<file path="config.mk">
export PLATFORM = sky130hd
export DESIGN_NAME = stream_mux_n_flat
export DESIGN_NICKNAME = d
export VERILOG_FILES = /design/src/rtl/stream_pkg.sv /design/src/rtl/stream_mux_n_if.sv /design/src/rtl/stream_mux_n_mux_nto1.sv /design/src/rtl/stream_mux_n.sv /design/src/flat_wrapper.sv
export SDC_FILE = /design/constraint.sdc
export NUM_CORES = 1
export LEC_CHECK = 0
export CORE_AREA = 2 2 50 64
export CTS_CLUSTER_DIAMETER = 120
export CTS_CLUSTER_SIZE = 24
export DETAILED_ROUTE_END_ITERATION = 10
export DIE_AREA = 0 0 52 66
export PLACE_DENSITY = 0.78
export SYNTH_ARGS = -nofsm -noshare
export SYNTH_HDL_FRONTEND = slang
export SYNTH_SLANG_ARGS = --single-unit
</file>
<file path="constraint.sdc">
create_clock -name clk -period 2.89 [get_ports clk]
set_input_delay 0.4335 -clock clk [delete_from_list [all_inputs] [get_ports clk]]
set_output_delay 0.4335 -clock clk [all_outputs]
set_load 0.01 [all_outputs]
</file>
<file path="src/rtl/stream_pkg.sv">
// Shared definitions for the stream multiplexer: FSM state encoding and a
// constant-evaluable clog2 for deriving select widths from channel counts.
package stream_pkg;

  typedef enum logic {
    ST_IDLE   = 1'b0,
    ST_LOCKED = 1'b1
  } state_t;

  function automatic int clog2(input int v);
    int r;
    r = 0;
    while ((1 << r) < v) r++;
    return r;
  endfunction

endpackage

</file>
<file path="src/rtl/stream_mux_n_if.sv">
// Handshake bundle between N producers, the mux and one consumer.
// The slave modport is the mux view; master is the producer/consumer view.
interface stream_mux_n_if #(
  parameter int N      = 4,
  parameter int DATA_W = 8
) ();
  localparam int SEL_W = stream_pkg::clog2(N);

  logic [SEL_W-1:0]    sel;
  logic [N*DATA_W-1:0] in_data;
  logic [N-1:0]        in_valid;
  logic [N-1:0]        in_last;
  logic [N-1:0]        in_ready;
  logic [DATA_W-1:0]   out_data;
  logic                out_last;
  logic [SEL_W-1:0]    out_chan;
  logic                out_valid;
  logic                out_ready;
  logic                busy;

  modport slave (
    input  sel, in_data, in_valid, in_last, out_ready,
    output in_ready, out_data, out_last, out_chan, out_valid, busy
  );

  modport master (
    output sel, in_data, in_valid, in_last, out_ready,
    input  in_ready, out_data, out_last, out_chan, out_valid, busy
  );
endinterface

</file>
<file path="src/rtl/stream_mux_n_mux_nto1.sv">
// Combinational N:1 select of DATA_W-bit lanes from a flat bus; 0 latency.
// Select values >= N yield all zeros.
module mux_nto1 #(
  parameter int N      = 4,
  parameter int DATA_W = 8
) (
  input  logic [stream_pkg::clog2(N)-1:0] i_sel,
  input  logic [N*DATA_W-1:0]             i_bus,
  output logic [DATA_W-1:0]               o_dat
);
  import stream_pkg::*;
  localparam int SEL_W = clog2(N);

  always_comb begin
    o_dat = '0;
    for (int i = 0; i < N; i++) begin
      if (i_sel == SEL_W'(i)) o_dat = i_bus[i*DATA_W +: DATA_W];
    end
  end
endmodule

</file>
<file path="src/rtl/stream_mux_n.sv">
// Registered N:1 stream mux with optional packet lock; 1 cycle accept-to-out_valid.
// Backpressure: in_ready follows out_ready combinationally; output register holds on stall.
module stream_mux_n #(
  parameter int N        = 4,
  parameter int DATA_W   = 8,
  parameter int LOCK_PKT = 1
) (
  input  logic           clk,
  input  logic           rst_n,
  stream_mux_n_if.slave  bus
);
  import stream_pkg::*;
  localparam int SEL_W = clog2(N);

  state_t             r_state;
  state_t             w_state_nxt;
  logic [SEL_W-1:0]   r_lock_chan;
  logic [SEL_W-1:0]   w_cur_chan;
  logic               w_chan_ok;
  logic               w_load;
  logic               w_accept;
  logic               w_busy;
  logic [N-1:0]       w_in_ready;
  logic [DATA_W-1:0]  w_data_sel;
  logic               w_last_sel;
  logic [DATA_W-1:0]  r_out_data;
  logic               r_out_last;
  logic [SEL_W-1:0]   r_out_chan;
  logic               r_out_valid;

  assign w_cur_chan = (r_state == ST_LOCKED) ? r_lock_chan : bus.sel;
  assign w_chan_ok  = int'(w_cur_chan) < N;
  assign w_load     = !r_out_valid || bus.out_ready;

  // Grant is one-hot by construction and held low during reset.
  always_comb begin
    w_in_ready = '0;
    for (int i = 0; i < N; i++) begin
      w_in_ready[i] = rst_n && w_load && w_chan_ok && (w_cur_chan == SEL_W'(i));
    end
  end

  assign w_accept = |(bus.in_valid & w_in_ready);

  mux_nto1 #(.N(N), .DATA_W(DATA_W)) u_mux_data (
    .i_sel (w_cur_chan),
    .i_bus (bus.in_data),
    .o_dat (w_data_sel)
  );

  mux_nto1 #(.N(N), .DATA_W(1)) u_mux_last (
    .i_sel (w_cur_chan),
    .i_bus (bus.in_last),
    .o_dat (w_last_sel)
  );

  always_ff @(posedge clk or negedge rst_n) begin
    if (!rst_n) begin
      r_state     <= ST_IDLE;
      r_lock_chan <= '0;
    end else begin
      r_state <= w_state_nxt;
      if (r_state == ST_IDLE && w_state_nxt == ST_LOCKED) r_lock_chan <= bus.sel;
    end
  end

  always_comb begin
    w_state_nxt = r_state;
    if (LOCK_PKT != 0 && w_accept) w_state_nxt = w_last_sel ? ST_IDLE : ST_LOCKED;
  end

  always_comb begin
    w_busy = (r_state == ST_LOCKED);
  end

  always_ff @(posedge clk or negedge rst_n) begin
    if (!rst_n) begin
      r_out_valid <= 1'b0;
      r_out_data  <= '0;
      r_out_last  <= 1'b0;
      r_out_chan  <= '0;
    end else if (w_load) begin
      if (w_accept) begin
        r_out_valid <= 1'b1;
        r_out_data  <= w_data_sel;
        r_out_last  <= w_last_sel;
        r_out_chan  <= w_cur_chan;
      end else begin
        r_out_valid <= 1'b0;
      end
    end
  end

  assign bus.in_ready  = w_in_ready;
  assign bus.out_data  = r_out_data;
  assign bus.out_last  = r_out_last;
  assign bus.out_chan  = r_out_chan;
  assign bus.out_valid = r_out_valid;
  assign bus.busy      = w_busy;
endmodule

</file>
<file path="src/flat_wrapper.sv">
// flat-port wrapper written by rule: the top's interface ports become plain ports
module stream_mux_n_flat import stream_pkg::*;
#(
  parameter int N        = 4,
  parameter int DATA_W   = 8,
  parameter int LOCK_PKT = 1
)
  (clk, rst_n, bus_sel, bus_in_data, bus_in_valid, bus_in_last, bus_out_ready, bus_in_ready, bus_out_data, bus_out_last, bus_out_chan, bus_out_valid, bus_busy);
  stream_mux_n_if #(.N(N), .DATA_W(DATA_W)) bus_i ();
  input  logic clk;
  input  logic rst_n;
  input wire logic [$bits(bus_i.sel)-1:0] bus_sel;
  input wire logic [$bits(bus_i.in_data)-1:0] bus_in_data;
  input wire logic [$bits(bus_i.in_valid)-1:0] bus_in_valid;
  input wire logic [$bits(bus_i.in_last)-1:0] bus_in_last;
  input wire logic [$bits(bus_i.out_ready)-1:0] bus_out_ready;
  output wire logic [$bits(bus_i.in_ready)-1:0] bus_in_ready;
  output wire logic [$bits(bus_i.out_data)-1:0] bus_out_data;
  output wire logic [$bits(bus_i.out_last)-1:0] bus_out_last;
  output wire logic [$bits(bus_i.out_chan)-1:0] bus_out_chan;
  output wire logic [$bits(bus_i.out_valid)-1:0] bus_out_valid;
  output wire logic [$bits(bus_i.busy)-1:0] bus_busy;
  assign bus_i.sel = bus_sel;
  assign bus_i.in_data = bus_in_data;
  assign bus_i.in_valid = bus_in_valid;
  assign bus_i.in_last = bus_in_last;
  assign bus_i.out_ready = bus_out_ready;
  assign bus_in_ready = bus_i.in_ready;
  assign bus_out_data = bus_i.out_data;
  assign bus_out_last = bus_i.out_last;
  assign bus_out_chan = bus_i.out_chan;
  assign bus_out_valid = bus_i.out_valid;
  assign bus_busy = bus_i.busy;
  stream_mux_n #(.N(N), .DATA_W(DATA_W), .LOCK_PKT(LOCK_PKT)) u_core (.clk(clk), .rst_n(rst_n), .bus(bus_i));
endmodule
</file>
==> PnR_summary.wiki <==
{| class="wikitable"
! Metric !! Value
|-
| Cell seen most often among critical-path stages || clkdlybuf4s50_1
|-
| Unrepaired setup endpoints after global routing || false
|-
| Avg Cell Area, Syn || approximately 13 sq um
|-
| Worst-Skew Late Latency || approximately 280 ps
|-
| Crit path arrival time || ~2200 ps
|-
| Critical path, cell by cell || clkdlybuf4s50_1, mux2i_4, buf_4, nor3b_1, clkdlybuf4s50_1
|-
| Launch point of the worst reg-to-reg path || u_core.bus.busy
|-
| Y dimension of the die || ~66 microns
|-
| Setup TNS || 0 ps
|-
| Syn Nets || roughly 130
|-
| CTS H-tree depth || 1
|-
| Count of buffers from port buffering || 61
|-
| Hold crit path type || input port to async pin
|-
| Cts bufs inserted || 3
|-
| CP max FO || 8
|-
| First-pass GRT wire length || approximately 4.5 mm
|-
| Post-Synthesis Cell Area || roughly 1000 sq um
|-
| Sequential area share after synthesis || 0.368
|-
| Leakage component of the power || just under 0.0008 uW
|-
| Crit start category || input port
|-
| Worst voltage drop across the vdd grid || between 0.4 and 0.5 mV
|-
| Detailed Route Iter0 Violations || 15
|-
| Area added between synthesis and finish || 70.5%
|-
| Cell Count, Final, Fillers Out || 184
|-
| Number of standard cells after synthesis || slightly above 80
|-
| Number of warning messages in the yosys log || 0
|-
| Fmax || about 0.38 GHz
|-
| Routed via count || ~950
|-
| Vias in the first global route || 961
|-
| Total setup violations reported at the end of the flow || 0
|-
| Total of cells resized after clock tree synthesis || 0
|-
| Count of hold buffers inserted by post-cts repair || 0
|-
| Instance area after placement || ~1700 sq um
|-
| R2R Path End || u_core.bus.out_data[7]
|-
| Site Rows || 22
|-
| Vias per cell || 5.14
|-
| Clock Tree Root || clkbuf_4
|-
| Family of cells with the greatest summed delay on the critical path || buffers and inverters
|-
| Min setup slack post-route || about 270 ps
|-
| Buffer levels on the longest clock path || 2
|-
| CP max-delay cell || clkdlybuf4s50_1
|-
| Buf/Inv on CP || 3
|-
| Half-perimeter wire length after detailed placement || ~2.4 mm
|-
| Post-placement cell count || 180
|-
| Antenna violation net count after detailed routing || 0
|-
| Total wirelength of the detailed-routed design || 2.90 mm
|-
| Worst-case headroom to the max-slew limit || 0.756
|-
| Critical path start-end classification || input port to primary output
|-
| Total number of nets in the final design || around 190
|-
| Max Cap Violations || 0
|-
| Fraction of final layout cells with drive strength greater than 1 || 0.182
|-
| Core Area || around 2800 sq um
|-
| Worst Path Required || ~2500 ps
|-
| Power density relative to cell area || between 800 and 900 nW/um^2
|-
| Die W || 52 microns
|-
| Number of cell instances on the worst register-to-register path || 4
|-
| Final design instance area without fill || between 1500 and 2000 sq um
|-
| Ports || slightly above 60
|-
| Total congestion overflow || 0
|-
| Setup Skew || 7.26 ps
|-
| Count of cell types in the netlist || 25
|-
| DRC errors left || 0
|-
| Antenna Diode Count || 0
|-
| Register-to-register setup slack || 510 ps
|-
| Number of flip-flops and latches in the synthesized netlist || 15
|-
| Number of max-slew violations in the final report || 0
|-
| Crit share post-route || 0.907
|-
| Routed len/inst || roughly 16 microns
|-
| Initial DRT Pass Iterations || 4
|-
| CP Capture Type || primary output
|-
| Antenna violations before repair || 0
|-
| Fraction of the core area covered by cells at the end of the flow || 0.614
|-
| Worst slew pin tran || approximately 360 ps
|-
| Largest net degree at the start of global routing || 17
|-
| TritonCTS clock tree || built
|-
| Clk sink count || 15
|-
| Result of the run || finished clean
|-
| Initial Util || 0.360
|-
| Buffers inserted during post-CTS setup optimization || 0
|-
| Placer congestion estimate || 0.740
|-
| Area enclosed by the die boundary || 3430 sq um
|-
| Placement Setup Slack || around 220 ps
|-
| Largest stage delay on the critical path || about 580 ps
|-
| Global Route Usage Sum || 0.178
|-
| Final hold viol count || 0
|-
| CTS clk-pin slew, worst paths || around 90 ps
|-
| Min Clock Period, post-route || between 2000 and 3000 ps
|}
==> cell usage after synthesis <==
cell type	instances	share of area
dfrtp_1	15	0.37
and2_1	1	0.0061
a21oi_1	2	0.0098
mux2_2	4	0.044
buf_2	1	0.0049
mux2i_1	26	0.25
nand2_2	1	0.0061
a31oi_1	1	0.0061
a21bo_2	1	0.0098
a21boi_0	1	0.0074
nor2_1	1	0.0037
mux4_1	1	0.026
nand2_1	2	0.0074
nor3b_1	2	0.015
and3_1	1	0.0061
nand3_1	2	0.0098
o21ai_0	2	0.0098
buf_6	1	0.011
nor3_1	1	0.0049
mux2i_4	1	0.022
mux2_4	7	0.10
nand2b_1	1	0.0061
inv_1	1	0.0037
mux4_2	2	0.044
clkbuf_1	3	0.011
==> registers in the layout (all words and copies together), names as in the netlist <==
signal / count
u_core.bus.out_valid: 1
u_core.bus.out_data: 8
u_core.r_lock_chan: 2
u_core.bus.out_chan: 2
u_core.bus.out_last: 1
u_core.bus.busy: 1
==> worst register-to-register path: stages, from the launching register on <==
cell and delay [ps]:
dfrtp_1 550, mux2i_4 420, mux4_2 620, nand2_2 310
mux2_2 370
==> placed cells by master, fill, tap and decap left out, types with 2 or more instances in the layout <==
master	n
clkbuf_4	3
a21oi_1	2
buf_4	7
mux2i_1	25
nand2_1	2
o21ai_0	2
clkdlybuf4s50_1	61
dfrtp_1	15
mux2_2	4
mux2_4	7
nand3_1	2
mux4_2	2
mux2i_4	2
nor3b_1	2
==> where the power goes <==
group | internal (uW) | total [uW] | switching [uW] | leakage, uW
sequential | 318 | 402 | 83.8 | 0.000176
combinational | 626 | 1030 | 408 | 0.000602
clock | 53.5 | 117 | 63.1 | 0.0000150
==> per-layer routing <==
metal  vias to the layer above  global-route usage  share of wire
met5                         -                   0              0
met4                         0              0.0888          0.018
met3                         4              0.0204          0.067
met2                        48               0.340           0.54
met1                       455               0.185           0.38
li1                        438                   -              -
==> per-stage QoR <==
step / power [uW] / hold slack [ps]
after floorplan: 998 / 138
after global placement: 1420 / 474
after detailed placement: 1440 / 475
after CTS: 1560 / 494
after global routing: 1630 / 512
final: 1550 / 491
==> worst max-delay path by stage <==
stage                    start                     end  slack (ps)  depth (start not counted)
2_1_floorplan  u_core.bus.busy  u_core.bus.out_data[0]         710                          5
3_3_place_gp        bus_sel[0]  u_core.bus.out_data[7]         290                          5
3_5_place_dp        bus_sel[0]  u_core.bus.out_data[7]         220                          5
4_1_cts             bus_sel[0]         bus_in_ready[1]         290                          5
5_1_grt             bus_sel[0]         bus_in_ready[1]         240                          5
6_report            bus_sel[0]         bus_in_ready[1]         270                          5
==> final cells by class <==
class	count	area, sq um
sequential	15	375
fill	238	1090
multi-input combinational	60	627
clock buffer	4	26.3
tap	36	45.0
inverter	1	3.75
timing repair buffer	68	663
==> logic make-up after synthesis <==
family | count (synthesis) | synth area share
flops | 15 | 0.368
simple gates | 12 | 0.0650
buf+inv | 6 | 0.0306
compound gates | 7 | 0.0429
mux | 41 | 0.494
(Power assumes the default switching activity.)
